$ cat src/rtl/hc86_out_deser.sv
// Deserializer for the hc86 XOR gate output: packs accepted bits LSB-first into
// parity-tagged, counted words on a valid/ready port. Optional checker: HC86_CHECK_EN.
module hc86_out_deser #(
  parameter int unsigned WIDTH = 8,
  parameter int unsigned CNT_W = 16
) (
  input  logic             clk,
  input  logic             rst,
  input  logic             bit_in,
  input  logic             bit_valid,
  output logic             bit_ready,
  input  logic             flush,
  input  logic             chk_a,
  input  logic             chk_b,
  output logic [WIDTH-1:0] word_out,
  output logic             word_par,
  output logic             word_valid,
  input  logic             word_ready,
  output logic [CNT_W-1:0] word_cnt,
  output logic [7:0]       err_cnt,
  output logic             err_flag
);

  localparam int unsigned IDX_W = (WIDTH > 1) ? $clog2(WIDTH) : 1;
  localparam logic [IDX_W-1:0] LAST_IDX = IDX_W'(WIDTH - 1);

  logic [IDX_W-1:0] idx;
  logic [WIDTH-2:0] asm_q;
  logic             last;
  logic             accept;
  logic [WIDTH-1:0] full_word;

  // The final bit stalls only while a completed word is still waiting downstream.
  assign last      = (idx == LAST_IDX);
  assign bit_ready = !(word_valid && last);
  assign accept    = bit_valid && bit_ready && !flush;
  assign full_word = {bit_in, asm_q};

  always_ff @(posedge clk or posedge rst) begin
    if (rst) begin
      idx        <= '0;
      asm_q      <= '0;
      word_out   <= '0;
      word_par   <= 1'b0;
      word_valid <= 1'b0;
      word_cnt   <= '0;
    end else begin
      if (word_valid && word_ready) begin
        word_valid <= 1'b0;
      end
      if (flush) begin
        idx   <= '0;
        asm_q <= '0;
      end else if (accept) begin
        if (!last) begin
          asm_q <= asm_q | ((WIDTH-1)'(bit_in) << idx);
          idx   <= idx + IDX_W'(1);
        end else begin
          // Output register is free here: bit_ready forbids this branch while holding.
          word_out   <= full_word;
          word_par   <= ^full_word;
          word_valid <= 1'b1;
          word_cnt   <= word_cnt + CNT_W'(1);
          idx        <= '0;
          asm_q      <= '0;
        end
      end
    end
  end

`ifdef HC86_CHECK_EN
  logic mismatch;

  assign mismatch = bit_in != (chk_a ^ chk_b);

  // Saturating mismatch counter plus sticky flag, updated on every kept bit.
  always_ff @(posedge clk or posedge rst) begin
    if (rst) begin
      err_cnt  <= '0;
      err_flag <= 1'b0;
    end else if (accept && mismatch) begin
      if (err_cnt != 8'hFF) begin
        err_cnt <= err_cnt + 8'd1;
      end
      err_flag <= 1'b1;
    end
  end
`else
  logic unused_chk;

  assign unused_chk = chk_a ^ chk_b;
  assign err_cnt    = '0;
  assign err_flag   = 1'b0;
`endif

endmodule

$ cat config.mk
export PLATFORM = sky130hd
export DESIGN_NAME = hc86_out_deser
export DESIGN_NICKNAME = d
export VERILOG_FILES = /design/src/rtl/hc86_out_deser.sv
export SDC_FILE = /design/constraint.sdc
export NUM_CORES = 1
export LEC_CHECK = 0
export ABC_AREA = 1
export CAP_MARGIN = 0
export CORE_MARGIN = 1
export CORE_UTILIZATION = 25
export CTS_CLUSTER_DIAMETER = 150
export CTS_CLUSTER_SIZE = 8
export DETAILED_ROUTE_END_ITERATION = 8
export GPL_ROUTABILITY_DRIVEN = 0
export HOLD_SLACK_MARGIN = 0.06
export PLACE_DENSITY_LB_ADDON = 0.3
export SKIP_LAST_GASP = 1
export SYNTH_ARGS = -nofsm -noshare
export SYNTH_HDL_FRONTEND = slang
export SYNTH_SLANG_ARGS = --single-unit
$ cat constraint.sdc
create_clock -name clk -period 2.5 [get_ports clk]
set_clock_uncertainty 0.2 [all_clocks]
set_input_delay 0.25 -clock clk [delete_from_list [all_inputs] [get_ports clk]]
set_output_delay 0.25 -clock clk [all_outputs]
set_load 0.005 [all_outputs]
* Word level (Yosys, flattened, before mapping) *
Cells that the tools add are included.

storage, ports and cells
  output and inout port bits = 36
  logic and storage cells = 31
  bits in registers = 36

operators by class
  muxes and demuxes = 10
  equal/unequal tests = 1
  reduce and logical (&&, ||, !) cells = 9
  bitwise operators = 2
  shifts and indexed selects = 1
  add/sub/neg operators = 2

operators by type and width
  operator               count
  $mux 7                 3
  $add 16x1->16 const B  1
  $mux 3                 3
  $reduce_xor 8->1       1
  $or 7x7->7             1
  $shl 1x3->7            1
  $logic_and 1x1->1      4
  $mux 1                 4
  $add 3x1->3 const B    1
  $eq 3x3->1 const B     1
  $reduce_and 3->1       1
  $logic_not 1->1        2
  $reduce_bool 2->1      1
  $not 1->1              1

* Longest topological paths before layout *
Gate-level depths: netlist of run 1.

  word-level depth = 7
  depth in mapped cells = 9
  depth with buffers taken out = 9

* Worst setup path after synthesis of run 1 *
OpenSTA, ideal clock, no wires.

  path type = register to register
  start = reg idx[1]
  end = reg asm_q[0]
  slack = 0.775 ns
  clock period less this slack = 1.725 ns
  stages on the path, launching flop included = 10
  arrival = 1.462 ns
  setup time = 0.063 ns
  path through = dfrtp_1 -> ha_1 -> ha_1 -> nand2_1 -> nand3_1 -> nor2_1 -> inv_1 -> o21ai_0 -> nand2_1 -> inv_1

between the ends
  word-level cells in the longest chain between the ends = 6

RTL lines
  element                             line  source
  start: declaration                  27    logic [IDX_W-1:0] idx;
  start signal: assignment            57    idx <= idx + IDX_W'(1);
  $eq 3x3->1                          34    assign last = (idx == LAST_IDX);
  $logic_and 1x1->1                   35    assign bit_ready = !(word_valid && last);
  $logic_not 1->1                     35
  via bit_ready                       11    output logic bit_ready,
  $logic_and 1x1->1 (2 in series)     36    assign accept = bit_valid && bit_ready && !flush;
  $reduce_bool 2->1 (no source line)  n/a
  end signal: assignment              56    asm_q <= asm_q | ((WIDTH-1)'(bit_in) << idx);
  end: declaration                    28    logic [WIDTH-2:0] asm_q;

The timed path passes the listed nets, and every way through them passes these cells. The select of a mux whose other input is x is not followed.
A chain may end at the register's enable or synchronous reset.

* Final worst setup path of run 1 *
  start = reg idx[1]
  end = out bit_ready

between the ends
  word-level cells in the longest chain between the ends = 3

RTL lines
  element            line
  $eq 3x3->1         34
  $logic_and 1x1->1  35
  $logic_not 1->1    35
  end: declaration   11

Every way passes these cells.

==> summary.txt, run 1 <==
STA
  – Final worst-path cycle share: between 80% and 90%
  – Final Hold Vio Count: 0
  – Final min period: ~2.2 ns
  – Setup-failing EPs final: 0
  – Final max-slew violation count: 0
  – RSZ-0062 raised after global routing: no
  – Worst hold slack: approximately 0.18 ns
  – Max Clock Freq: 449 MHz
  – TNS Setup: 0 ns

Synthesis
  – Cell variety after synth: 25
  – Avg Cell Area, Syn: 8.10 sq um
  – Count leader, synth: nand2_1
  – Share of the synthesized area in the top cell type: 47.3%
  – Asr flop ratio synth: 100%
  – Commonest cells in the synthesized netlist: nand2_1, dfrtp_1, inv_1, o21ai_0
  – Ys Warns: 0
  – Synth area leaders: dfrtp_1, nand2_1, inv_1
  – Cell Area, Synth: between 0.0015 and 0.002 sq mm
  – Synth Register Bits: 36
  – Number of synthesized flops with an enable pin: 0
  – Cells after synthesis: ~240
  – Ys flop type: dfrtp_1
  – Sequential fraction of the synthesis area: 47.3%
  – Synth area leader: dfrtp_1

CTS
  – H-tree levels: 2
  – Hold_buf cts: 0
  – Post-CTS Resized: 0
  – Total clock sinks: 36
  – Root cell of the clock tree: clkbuf_8
  – Worst-Skew Late Latency: 0.29 ns
  – Clock transition at the registers of the reported paths: 0.07 ns
  – CTS tree: built
  – Max Buffers Root-to-Sink: 2
  – Cts bufs inserted: 5
  – Post-CTS Setup Bufs: 0

Global route
  – Largest net degree at the start of global routing: 37
  – First-pass GRT wire length: approximately 6900 um
  – Global Route Usage Sum: approximately 11%
  – Initial antenna violation count: 0
  – GR Overflow Total: 0
  – Vias in the first global route: between 1500 and 2000

Route
  – Via Count: 1538
  – Wirelength per Cell: roughly 10 um
  – TritonRoute pass-1 iters: 4
  – Vias per Instance: 4.12
  – ANT nets after route: 0
  – Routed WL: between 3000 and 4000 um
  – Drt initial violations: 25
  – Drc violations: 0

Critical path
  – Crit Reg-Reg Endpoint: word_cnt[11]
  – Crit path max fanout: 5
  – WP data required: between 2 and 2.5 ns
  – R2r worst-path depth: 6
  – Reg2reg start: idx[1]
  – CP startpoint kind: register
  – Flop-to-flop setup slack: 0.59 ns
  – Critical setup path kind: reg -> out
  – Worst EP arrival: ~1.8 ns
  – Crit path capture type: output port

Floorplan
  – Die height: roughly 89 um
  – Rows: 31
  – Die Area: 0.00797 sq mm
  – Die W: 89.3 um
  – Core area: around 0.0073 sq mm
  – Initial cell density of the core: between 20% and 30%
  – Top-level I/O count: 44

Final layout
  – Area grow syn2layout: 26.5%
  – Layout Cells excl Fill: roughly 370
  – Layout fillers: 799
  – Final #Nets: approximately 280
  – Layout Utilization: between 30% and 40%
  – Finished Cell Area: about 0.0024 sq mm
  – Inserted Diodes: 0
  – Ratio of cells with drive above 1 in the final layout: 6.20%

Power and ir drop
  – LEAKAGE: ~1.2 nW
  – Pwr dens: 467 mW/mm^2
  – Worst vdd ir: roughly 0.00024 V

Placement
  – Placed Cells incl. Taps: around 370
  – Area post-placement: about 0.0023 sq mm
  – IO Port Bufs: 32
  – Final HPWL DP: 2890 um

Flow run
  – Max-cap violations: 0

Hold path
  – Min-Delay Path Class: in -> async

Outcome
  – Outcome: finished clean
==> report_power, final <==
| group | internal [W] | switching (W) | total, W | leakage [nW] |
|---|---|---|---|---|
| sequential | 0.000594 | 0.0000115 | 0.000606 | 0.479 |
| clock | 0.000225 | 0.000200 | 0.000425 | 0.0455 |
| combinational | 0.0000369 | 0.0000574 | 0.0000943 | 0.676 |
==> layer usage <==
layer,wire length [um],track usage [%],vias up,part of all wire [%]
met3,209,3.32,6,5.4
li1,-,-,793,-
met2,1830,19.7,32,48
met4,42,3.90,0,1.1
met1,1780,13.4,707,46
met5,0,0,-,0
==> cells in the final DEF (no fill, tap or decap) <==
cell	count
a31oi_1	2
ha_1	3
xor2_1	7
nor3_4	2
xnor2_1	4
nand3_2	1
nand3_1	10
nand4_1	1
inv_1	34
a21oi_1	1
nand3b_1	3
o22ai_1	2
nor3_1	4
conb_1	9
clkbuf_1	2
inv_2	1
o21ai_0	20
nand4_4	1
nor2_4	2
nand2_2	1
buf_4	3
nor2_1	10
clkbuf_8	6
clkdlybuf4s50_1	32
dfrtp_1	36
nand2_1	76
o31ai_1	1
==> logic make-up after synthesis <==
family / after synthesis / share of synthesized area [%]
AOI/OAI and AO/OA: 26 / 7.23
xor gates and xnor gates: 11 / 5.06
adders and majority gates: 3 / 1.97
buffers and inverters: 47 / 11.2
DFF: 36 / 47.3
other: 1 / 0.197
and+or+nand+nor: 111 / 27.0
==> through the flow <==
step,total power [W],setup WS [ns]
after floorplan,0.000685,0.775
after global placement,0.000712,0.587
after detailed placement,0.000714,0.566
after CTS,0.00115,0.253
after global routing,0.00119,0.160
final,0.00112,0.273
==> worst max-delay path by stage <==
stage	from	end	depth (start not counted)
2_1_floorplan	idx[1]	asm_q[0]	9
6_report	idx[1]	bit_ready	4
4_1_cts	idx[1]	bit_ready	4
3_5_place_dp	bit_valid	word_cnt[11]	5
5_1_grt	idx[1]	bit_ready	4
3_3_place_gp	idx[1]	bit_ready	4
==> critical path: stages (launching register included) <==
cell,delay [ns]
dfrtp_1,0.43
ha_1,0.20
ha_1,0.23
nand2_1,0.12
clkdlybuf4s50_1,0.51
==> flip-flops by register name (all words and copies together) (netlist names) <==
name / cells
word_valid: 1
word_out: 8
word_cnt: 16
asm_q: 7
word_par: 1
idx: 3
==> area by class of cell <==
cell class                 count  area (sq um)  area share (%)
clock buffer                   8          90.1            3.74
timing repair buffer          35           343            14.2
sequential                    36           901            37.4
inverter                      35           131            5.45
multi-input combinational    160           820            34.0
tap                           99           124            5.14
(Power assumes the default switching activity.)
==> run 2, diff against run 1 <==
--- a/config.mk
+++ b/config.mk
@@ -12,6 +12,7 @@
 export CTS_CLUSTER_DIAMETER = 150
 export CTS_CLUSTER_SIZE = 8
 export DETAILED_ROUTE_END_ITERATION = 8
+export DONT_BUFFER_PORTS = 1
 export GPL_ROUTABILITY_DRIVEN = 0
 export HOLD_SLACK_MARGIN = 0.06
 export PLACE_DENSITY_LB_ADDON = 0.3
==> run 2 against run 1 <==
  * Clock power about the same
  * Sequential power hardly changed
  * Design area is 12% lower
  * Sequential share of layout area increased by 4.9 points
  * Cell count decreased by 7.5%
  * Critical path depth grew 2
  * Largest cell class unchanged
  * Largest power group unchanged
  * Highest routed layer unchanged
==> summary.txt, run 2 (same netlist as run 1, synthesis figures left out) <==
Final layout
  – Top reg by flops: word_cnt (unchanged)
  – Finished Cell Area: 0.00213 sq mm (was 0.00241 sq mm)
  – Number of flip-flops in the largest register: 16 (unchanged)
  – Most frequent cells in the layout: nand2_1, dfrtp_1, inv_1 (unchanged)
  – Top Registers: word_cnt: 16 flops, word_out: 8 flops, asm_q: 7 flops (unchanged)
  – Commonest non-fill, non-tap cell in the layout: nand2_1 (unchanged)
  – Ratio of cells with drive above 1 in the final layout: 6.91% (was 6.20%)
  – Inserted Diodes: 0 (unchanged)
  – Final #Nets: 256 (was 284)
  – Area grow syn2layout: 11.8% (was 26.5%)
  – Layout fillers: 827 (was 799)

Global route
  – GR Overflow Total: 0 (unchanged)
  – Vias in the first global route: 1391 (was 1544)
  – Global Route Usage Sum: 10.8% (was 11.3%)
  – Largest net degree at the start of global routing: 37 (unchanged)
  – First-pass GRT wire length: 6420 um (was 6890 um)
  – Initial antenna violation count: 0 (unchanged)

Hold path
  – Hold path startpoint: bit_in
  – Worst hold path cell count: 4
  – Hold EP: asm_q[6]
  – Min-Delay Path Class: in -> reg (was in -> async)

Power and ir drop
  – Sw frac: 24.2% (was 23.9%)
  – Comb pwr share: 7.2% (was 8.4%)
  – Internal power: 0.000846 W (was 0.000856 W)
  – Net Sw Power: 0.000270 W (was 0.000269 W)
  – LEAKAGE: 1.10 nW (was 1.20 nW)
  – Worst vdd ir: 0.000318 V (was 0.000237 V)
  – Pwr dens: 524 mW/mm^2 (was 467 mW/mm^2)
  – Final Power: 0.00112 W (about the same)
  – Clock network power share: 38.4% (was 37.8%)
  – Reg power frac: 54.4% (was 53.9%)

Floorplan
  – Die W: 89.3 um (unchanged)
  – Rows: 31 (unchanged)
  – Top-level I/O count: 44 (unchanged)
  – Die height: 89.3 um (unchanged)
  – Core area: 0.00729 sq mm (unchanged)
  – Die Area: 0.00797 sq mm (unchanged)
  – Initial cell density of the core: 26.1% (unchanged)

STA
  – RSZ-0062 raised after global routing: no (unchanged)
  – Final min period: 2.02 ns (was 2.23 ns)
  – Final worst-path cycle share: 80.7% (was 89.1%)
  – Setup-failing EPs final: 0 (unchanged)
  – Final max-slew violation count: 0 (unchanged)
  – Max Clock Freq: 496 MHz (was 449 MHz)
  – TNS Setup: 0 ns (unchanged)
  – Worst hold slack: 0.0782 ns (was 0.179 ns)
  – Final Hold Vio Count: 0 (unchanged)

CTS
  – Total clock sinks: 36 (unchanged)
  – CTS tree: built (unchanged)
  – H-tree levels: 2 (unchanged)
  – Clock transition at the registers of the reported paths: 0.07 ns (about the same)
  – Post-CTS Setup Bufs: 0 (unchanged)
  – Max Buffers Root-to-Sink: 2 (unchanged)
  – Worst-Skew Late Latency: 0.29 ns (about the same)
  – Cts bufs inserted: 5 (unchanged)
  – Root cell of the clock tree: clkbuf_8 (unchanged)

Critical path
  – Worst EP arrival: 1.99 ns (was 1.78 ns)
  – Crit path max fanout: 20 (was 5)
  – Crit Reg-Reg Endpoint: word_cnt[11] (unchanged)
  – WP data required: 2.47 ns (was 2.05 ns)
  – Flop-to-flop setup slack: 0.48 ns (was 0.59 ns)
  – CP startpoint kind: register (unchanged)
  – Critical setup path kind: reg -> reg (was reg -> out)
  – R2r worst-path depth: 6 (unchanged)
  – Reg2reg start: idx[1] (unchanged)
  – Crit path capture type: register (was output port)

Placement
  – Final HPWL DP: 2850 um (was 2890 um)
  – IO Port Bufs: 0 (was 32)
  – Area post-placement: 0.00200 sq mm (was 0.00232 sq mm)

Route
  – Via Count: 1420 (was 1538)
  – ANT nets after route: 0 (unchanged)
  – Routed WL: 3850 um (was 3860 um)
  – Drt initial violations: 44 (was 25)
  – Wirelength per Cell: 11.2 um (was 10.4 um)
  – Vias per Instance: 4.12 (about the same)
  – TritonRoute pass-1 iters: 4 (unchanged)
  – Drc violations: 0 (unchanged)

Outcome
  – Outcome: finished clean (unchanged)

Flow run
  – Max-cap violations: 0 (unchanged)
run 2: final cells by class:
| cell class | instances | area (sq um) | area share (%) |
|---|---|---|---|
| Timing Repair Buffer | 7 | 62.6 | 2.94 |
| Sequential cell | 36 | 901 | 42.3 |
| Clock buffer | 8 | 90.1 | 4.23 |
| Inverter | 35 | 131 | 6.17 |
| Multi-Input combinational cell | 160 | 820 | 38.5 |
| Tap cell | 99 | 124 | 5.82 |
run 2: routing by layer:
metal | GRT usage [%] | part of all wire (%) | vias up
li1 | - | - | 742
met1 | 13.3 | 47 | 636
met2 | 17.7 | 45 | 37
met3 | 3.60 | 6.7 | 5
met4 | 3.46 | 1.0 | 0
met5 | 0 | 0 | -
run 2: power groups by stage:
| stage | combinational, W | clock, W | sequential, W |
|---|---|---|---|
| 2_1_floorplan | 0.0000700 | 0 | 0.000615 |
| 3_3_place_gp | 0.0000753 | 0 | 0.000619 |
| 3_5_place_dp | 0.0000763 | 0 | 0.000619 |
| 4_1_cts | 0.0000822 | 0.000447 | 0.000607 |
| 5_1_grt | 0.0000958 | 0.000476 | 0.000609 |
| 6_report | 0.0000804 | 0.000428 | 0.000607 |
run 2: what timing repair did:
item | in CTS | in global routing
gates resized for setup | 0 | 0
hold endpoints to repair | 43 | 0
hold buffers | 4 | 0
setup endpoints to repair | 0 | 0
run 2: how the worst max path moves through the flow:
| stage | endpoint | slack, ns | start |
|---|---|---|---|
| floorplan | asm_q[0] | 0.78 | idx[1] |
| global placement | word_cnt[11] | 0.47 | idx[1] |
| detailed placement | word_cnt[11] | 0.45 | idx[1] |
| CTS | word_cnt[11] | 0.44 | idx[1] |
| global route | word_cnt[11] | 0.30 | idx[1] |
| finish | word_cnt[11] | 0.48 | idx[1] |
run 2: stage by stage:
step | worst slack (ns) | utilization, % | instances
global placement | 0.465 | 27.4 | 333
global route | 0.297 | 29.2 | 345
CTS | 0.445 | 29.2 | 345
detailed placement | 0.452 | 27.4 | 333
floorplan | 0.775 | - | 243
finish | 0.484 | 29.2 | 345
run 2: critical path, stage by stage (launching register included):
cell and delay, ns:
dfrtp_1 0.42, ha_1 0.17, ha_1 0.23, nand4_4 0.36, nor2_4 0.29, nand2_1 0.09
xor2_1 0.15
